$ cat src/rtl/bcd_down_timer_if.sv
// Control/status bundle for the BCD down-timer.
// The driver side issues load/start/pause; the timer returns count and status.
interface bcd_down_timer_if #(
    parameter int DIGITS = 2
);
    logic                  load;
    logic [4*DIGITS-1:0]   load_val;
    logic                  start;
    logic                  pause;
    logic                  auto_reload;
    logic [4*DIGITS-1:0]   q;
    logic                  running;
    logic                  done;

    modport master (
        output load, load_val, start, pause, auto_reload,
        input  q, running, done
    );

    modport slave (
        input  load, load_val, start, pause, auto_reload,
        output q, running, done
    );
endinterface

$ cat src/rtl/bcd_down_timer.sv
// Loadable multi-digit BCD down-counter with IDLE/RUN/DONE control,
// terminal-count pulse and optional auto-reload.
module bcd_down_timer #(
    parameter int DIGITS = 2
) (
    input  logic              clock,
    input  logic              clear,
    bcd_down_timer_if.slave   bus
);
    localparam int W = 4 * DIGITS;
    localparam logic [W-1:0] ONE = W'(1);

    typedef enum logic [1:0] {
        IDLE = 2'd0,
        RUN  = 2'd1,
        DONE = 2'd2
    } state_t;

    state_t         state, state_nxt;
    logic [W-1:0]   count, count_nxt;
    logic [W-1:0]   reload, reload_nxt;
    logic           done_r, done_nxt;
    logic           running_r;

    function automatic logic [W-1:0] clamp(input logic [W-1:0] v);
        logic [W-1:0] r;
        r = v;
        for (int i = 0; i < DIGITS; i++) begin
            if (v[4*i +: 4] > 4'd9) begin
                r[4*i +: 4] = 4'd9;
            end
        end
        return r;
    endfunction

    // Borrow ripples upward only through digits that are 0.
    function automatic logic [W-1:0] bcd_dec(input logic [W-1:0] v);
        logic [W-1:0] r;
        logic         borrow;
        r      = v;
        borrow = 1'b1;
        for (int i = 0; i < DIGITS; i++) begin
            if (borrow) begin
                if (v[4*i +: 4] == 4'd0) begin
                    r[4*i +: 4] = 4'd9;
                end else begin
                    r[4*i +: 4] = v[4*i +: 4] - 4'd1;
                    borrow      = 1'b0;
                end
            end
        end
        return r;
    endfunction

    always_comb begin
        state_nxt  = state;
        count_nxt  = count;
        reload_nxt = reload;
        done_nxt   = 1'b0;
        if (bus.load) begin
            count_nxt  = clamp(bus.load_val);
            reload_nxt = clamp(bus.load_val);
            state_nxt  = IDLE;
        end else begin
            unique case (state)
                IDLE: begin
                    if (bus.start && count != '0) begin
                        state_nxt = RUN;
                    end
                end
                RUN: begin
                    if (!bus.pause) begin
                        if (count == ONE) begin
                            done_nxt = 1'b1;
                            if (bus.auto_reload && reload != '0) begin
                                count_nxt = reload;
                            end else begin
                                count_nxt = '0;
                                state_nxt = DONE;
                            end
                        end else if (count != '0) begin
                            count_nxt = bcd_dec(count);
                        end
                    end
                end
                DONE: begin
                    if (bus.start && reload != '0) begin
                        count_nxt = reload;
                        state_nxt = RUN;
                    end
                end
                default: begin
                    state_nxt = IDLE;
                end
            endcase
        end
    end

    always_ff @(posedge clock or posedge clear) begin
        if (clear) begin
            state     <= IDLE;
            count     <= '0;
            reload    <= '0;
            done_r    <= 1'b0;
            running_r <= 1'b0;
        end else begin
            state     <= state_nxt;
            count     <= count_nxt;
            reload    <= reload_nxt;
            done_r    <= done_nxt;
            running_r <= (state_nxt == RUN);
        end
    end

    assign bus.q       = count;
    assign bus.running = running_r;
    assign bus.done    = done_r;
endmodule

$ cat src/flat_wrapper.sv
// flat-port wrapper written by rule: the top's interface ports become plain ports
module bcd_down_timer_flat 
#(
    parameter int DIGITS = 2
)
  (clock, clear, bus_load, bus_load_val, bus_start, bus_pause, bus_auto_reload, bus_q, bus_running, bus_done);
  bcd_down_timer_if #(.DIGITS(DIGITS)) bus_i ();
  input  logic clock;
  input  logic clear;
  input wire logic [$bits(bus_i.load)-1:0] bus_load;
  input wire logic [$bits(bus_i.load_val)-1:0] bus_load_val;
  input wire logic [$bits(bus_i.start)-1:0] bus_start;
  input wire logic [$bits(bus_i.pause)-1:0] bus_pause;
  input wire logic [$bits(bus_i.auto_reload)-1:0] bus_auto_reload;
  output wire logic [$bits(bus_i.q)-1:0] bus_q;
  output wire logic [$bits(bus_i.running)-1:0] bus_running;
  output wire logic [$bits(bus_i.done)-1:0] bus_done;
  assign bus_i.load = bus_load;
  assign bus_i.load_val = bus_load_val;
  assign bus_i.start = bus_start;
  assign bus_i.pause = bus_pause;
  assign bus_i.auto_reload = bus_auto_reload;
  assign bus_q = bus_i.q;
  assign bus_running = bus_i.running;
  assign bus_done = bus_i.done;
  bcd_down_timer #(.DIGITS(DIGITS)) u_core (.clock(clock), .clear(clear), .bus(bus_i));
endmodule
$ cat config.mk
export PLATFORM = sky130hd
export DESIGN_NAME = bcd_down_timer_flat
export DESIGN_NICKNAME = d
export VERILOG_FILES = /design/src/rtl/bcd_down_timer_if.sv /design/src/rtl/bcd_down_timer.sv /design/src/flat_wrapper.sv
export SDC_FILE = /design/constraint.sdc
export NUM_CORES = 1
export LEC_CHECK = 0
export BUFFER_PORTS_ARGS = -buffer_cell sky130_fd_sc_hd__buf_2
export CORE_ASPECT_RATIO = 1.75
export CORE_MARGIN = 2
export CORE_UTILIZATION = 25
export DETAILED_ROUTE_END_ITERATION = 7
export MAX_ROUTING_LAYER = met4
export PLACE_DENSITY = 0.45
export SLEW_MARGIN = 15
export SYNTH_ARGS = -nofsm -noshare
export SYNTH_HDL_FRONTEND = slang
export SYNTH_SLANG_ARGS = --single-unit
export TNS_END_PERCENT = 50
$ cat constraint.sdc
create_clock -name clock -period 3.34 [get_ports clock]
set_input_delay 1.002 -clock clock [delete_from_list [all_inputs] [get_ports clock]]
set_output_delay 1.002 -clock clock [all_outputs]
set_load 0.02 [all_outputs]
### Yosys cells after proc, flatten, opt, wreduce, memory -nomap -nowiden

Index checks and enable logic that the tools add are counted.

| storage, ports and cells | value |
|---|---|
| register bits after elaboration | 20 |
| input port bits | 14 |
| output and inout port bits | 10 |

| cells by class | value |
|---|---|
| $add $sub $neg | 2 |
| order comparisons | 2 |
| equal/unequal tests | 8 |
| mux-type cells | 29 |
| reductions and logical operators | 11 |

Operators with widths:

| operator | count |
|---|---|
| $mux W8 | 6 |
| $mux W4 | 5 |
| $pmux W8 S2 | 1 |
| $reduce_bool A8 Y1 | 2 |
| $mux W2 | 6 |
| $mux W1 | 10 |
| $eq A8 B1 Y1 const B | 1 |
| $gt A4 B4 Y1 const B | 2 |
| $logic_not A4 Y1 | 2 |
| $ne A4 B2 Y1 const B | 2 |
| $sub A4 B1 Y4 const B | 2 |
| $pmux W2 S3 | 1 |
| $reduce_and A5 Y1 | 1 |
| $eq A2 B1 Y1 const B | 2 |
| $reduce_and A4 Y1 | 1 |
| $logic_and A1 B1 Y1 | 3 |
| $ne A3 B2 Y1 const B | 1 |
| $ne A3 B3 Y1 const B | 1 |
| $reduce_bool A3 Y1 | 1 |
| $eq A2 B2 Y1 const B | 1 |
| $logic_not A2 Y1 | 1 |

### Longest topological paths before layout

| depth | value |
|---|---|
| word-level depth | 13 |
| mapped depth | 6 |
| depth with buffers taken out | 5 |

### Worst setup path before layout

OpenSTA, ideal clock, no wires.

| timing path | value |
|---|---|
| path kind | register to register |
| start | register u_core.count[4], in the netlist u_core.bus.q[4] |
| end | register u_core.count[4], in the netlist u_core.bus.q[4] |
| setup time | 0.128 ns |
| data arrival time | 2.261 ns |
| data required time | 3.212 ns |
| slack | 0.951 ns |
| cell stages (with the launch flop) | 7 |
| buffers on the path | 1 |
| period minus slack after synthesis | 2.389 ns |
| cells stage by stage | dfrtp_1 buf_6 or4_4 or3_1 a32o_2 a21o_1 mux2_1 |

| between the ends | value |
|---|---|
| word-level cells in the longest chain between the ends | 8 |

RTL lines:

| item | RTL line | text |
|---|---|---|
| start: declaration | bcd_down_timer.sv:20 | `logic [W-1:0] count, count_nxt;` |
| start signal: assignment | bcd_down_timer.sv:108 | `count <= count_nxt;` |
| $sub A4 B1 Y4 / $logic_not A4 Y1 (equally long branches) | bcd_down_timer.sv:47, bcd_down_timer.sv:44 |  |
| $mux W4 | bcd_down_timer.sv:44 | `if (v[4*i +: 4] == 4'd0) begin` |
| $mux W4 | bcd_down_timer.sv:43 | `if (borrow) begin` |
| $mux W8 | bcd_down_timer.sv:81 | `end else if (count != '0) begin` |
| $mux W8 | bcd_down_timer.sv:73 | `if (count == ONE) begin` |
| $mux W8 | bcd_down_timer.sv:72 | `if (!bus.pause) begin` |
| $pmux W8 S2 | bcd_down_timer.sv:65 | `unique case (state)` |
| $mux W8 | bcd_down_timer.sv:60 | `if (bus.load) begin` |

Parallel ways exist; a longest one is shown, timed or not. The select of a mux whose other input is x is not followed.
A chain may end at the register's enable or synchronous reset.

### Final worst setup path

| timing path | value |
|---|---|
| start | register u_core.count[7], in the netlist u_core.bus.q[7] |
| end | register u_core.count[7], in the netlist u_core.bus.q[7] |

Same word-level chain as after synthesis.

==> results.tsv <==
stage	metric	value	unit
run_status	status	finished, final reports clean	
placement	dp_hpwl	2610	um
yosys	ys_ff_latch	20	
setup_path	worstPathCellList	or4_4 > or3_1 > a32o_2 > a21o_1 > mux2_1	
yosys	synth_edf_count	0	
yosys	netlist_area	1220	um2
clock_network	cts_setup_buffers	0	
hold_path	hold_path_class	reg2reg	
finish	layout_commonest_cell	buf_2	
timing	fin_tns_setup	0	ns
detailed_routing	vias	1108	
global_routing	grt.overflow.total	0	
global_routing	grt_pass1_vias	1136	
setup_path	start_kind	flop	
finish	antenna_cells	0	
power_and_ir_drop	vdd_ir_drop_max	203	uV
yosys	yosys.cell_types.count	42	
yosys	yosysTopAreaCell	dfrtp_1	
yosys	ys_seq_area_share	41.2	%
power_and_ir_drop	p_seq_share	43.9	%
finish	areaGrowthSynthToFinish	17.7	%
timing	timing.final.max_slew_violations	0	
detailed_routing	drt_iter0_markers	37	
detailed_routing	vias_per_cell	5.28	
clock_network	cts_tree	yes	
yosys	synth.avg_cell_area	8.94	um2
timing	finalHoldViolCount	0	
clock_network	clkLatencyLatePin	0.26	ns
global_routing	grt_max_degree	21	
setup_path	cp-end-kind	flop	
finish	fin_util	30.7	%
clock_network	numClockSinks	20	
yosys	synth_flop_cell	dfrtp_1	
yosys	async_reset_ff_share	100	%
yosys	syn_nets	150	
power_and_ir_drop	swShare	36.0	%
timing	fin_worst_skew	0.00440	ns
placement	place_congestion	0.844	
power_and_ir_drop	p_leak	0.609	nW
power_and_ir_drop	power.internal	0.000472	W
floorplan	die_w	56.7	um
finish	nets	173	
timing	setup_viol	0	
yosys	yosysWarnings	0	
setup_path	slowest_delay	0.58	ns
floorplan	dieArea	5460	um2
power_and_ir_drop	netSwitchingPower	0.000265	W
finish	layout_common_cells	buf_2 (23), dfrtp_1 (20), nor2_1 (13), o21ai_0 (11), a21oi_1 (10)	
setup_path	crit_family	simple AND/OR/NAND/NOR gates	
finish	drive_gt1_share	24.7	%
power_and_ir_drop	powerDensity	515	nW/um2
placement	io_buffers	23	
global_routing	antenna_found_initial	0	
clock_network	path_clk_slew	0.08	ns
power_and_ir_drop	p_clk_share	26.3	%
floorplan	ios	24	
detailed_routing	wl	3410	um
setup_path	critPathArrivalTime	2.56	ns
timing	worst_pin_slew	0.796	ns
timing	fin_hold_ws	0.536	ns
clock_network	clockBufferDepth	2	
timing	layout_min_cycle_time	2.41	ns
detailed_routing	wl_per_cell	16.2	um
global_routing	grt_usage	14.1	%
clock_network	htreeDepth	1	
detailed_routing	first_pass_iters	3	
yosys	yosysTopAreaCellShare	41.2	%
timing	fmax	415	MHz
yosys	netlist_instances	136	
global_routing	grt_pass1_wl	5690	um
setup_path	crit_buf_inv	0	
timing	rsz0062_at_grt	no	
clock_network	numCtsBuffers	3	
run	max_cap_viol_count	0	
detailed_routing	detail-route-antenna-nets	0	
setup_path	required	3.49	ns
floorplan	rows	33	
floorplan	core-area	4670	um2
floorplan	die_h	96.3	um
yosys	synth_area_leaders	dfrtp_1 (41%), o21ai_0 (4.5%), a21oi_1 (4.1%), nor2_1 (4.0%), mux2_2 (3.7%)	
setup_path	cp_slowest_cell	or4_4	
timing	slew_headroom	46.4	%
setup_path	worstSetupPathType	reg2reg	
clock_network	cts-resized-gates	0	
clock_network	root_buffer	clkbuf_8	
setup_path	crit_fanout	8	
power_and_ir_drop	p_comb_share	29.8	%
detailed_routing	drc_errors	0	
timing	min_period_over_period	72.2	%
clock_network	cts_hold_buf	0	
floorplan	start_util	26.1	%
[power by group through the flow]
stage	sequential [W]	combinational, W	clock [W]
floorplan	0.000337	0.000139	0
global placement	0.000327	0.000224	0
detailed placement	0.000327	0.000223	0
CTS	0.000323	0.000223	0.000199
global route	0.000330	0.000243	0.000206
finish	0.000324	0.000220	0.000194
[final timing paths]
check	start	end	slack, ns	depth (start not counted)
setup / recovery	u_core.bus.q[7]	u_core.bus.q[7]	0.93	5
hold / removal	u_core.reload[1]	u_core.reload[1]	0.54	1
setup reg to reg	u_core.bus.q[7]	u_core.bus.q[7]	0.93	5
hold reg to reg	u_core.reload[1]	u_core.reload[1]	0.54	1
max in group asynchronous	clear	u_core.bus.q[0]	1.98	2
min in group asynchronous	clear	u_core.bus.done	0.87	2
[kinds of logic (layout without fill, tap and decap cells)]
| family | Yosys count | after routing | synth area share (%) |
|---|---|---|---|
| multiplexers | 7 | 7 | 6.48 |
| buffers and inverters | 13 | 35 | 4.73 |
| AO/OA/AOI/OAI | 44 | 44 | 24.7 |
| XOR/XNOR | 1 | 1 | 0.720 |
| AND/OR/NAND/NOR | 51 | 51 | 22.2 |
| flip-flops | 20 | 20 | 41.2 |
[per-layer routing]
layer / track usage (%) / vias to the layer above / routed length [um]
li1: - / 550 / -
met5: - / - / 0
met3: 2.82 / 11 / 117
met2: 24.1 / 23 / 1760
met4: 7.74 / 0 / 115
met1: 15.2 / 524 / 1420
[registers in the layout, summed over array words and instances, names as in the netlist]
| signal | count |
|---|---|
| u_core.state | 2 |
| u_core.bus.running | 1 |
| u_core.bus.done | 1 |
| u_core.reload | 8 |
| u_core.bus.q | 8 |
[per-stage QoR]
step                setup WS, ns  std cells  instance area [um2]  power, W
floorplan                  0.951        136                 1220  0.000476
global placement           0.866        206                 1380  0.000551
detailed placement         0.832        206                 1380  0.000550
CTS                        0.930        210                 1430  0.000745
global route               0.839        210                 1430  0.000780
finish                     0.928        210                 1430  0.000738
[area by class of cell]
class	count	area, um2
flip-flops and latches	20	500
multi-input cells	103	658
inverters	6	22.5
clock buffers	4	55.1
well taps	52	65.1
repair buffers	25	130
fillers	510	3230
[cells in the mapped netlist (2+ instances only)]
master and number:
a21o_1 4, o211ai_1 2, a211oi_1 2, o21ai_0 11
nor4_1 5, nor4b_1 2, a21oi_1 10, nor2b_1 2
nor3_1 5, o31ai_1 2, or3_1 2, nand2b_1 2
nand3_1 4, mux2_2 4, o21a_1 4, dfrtp_1 20
mux2_1 3, nand2_1 9, nor2_1 13, clkbuf_1 4
inv_1 5
Power figures use the tool's default switching activity.
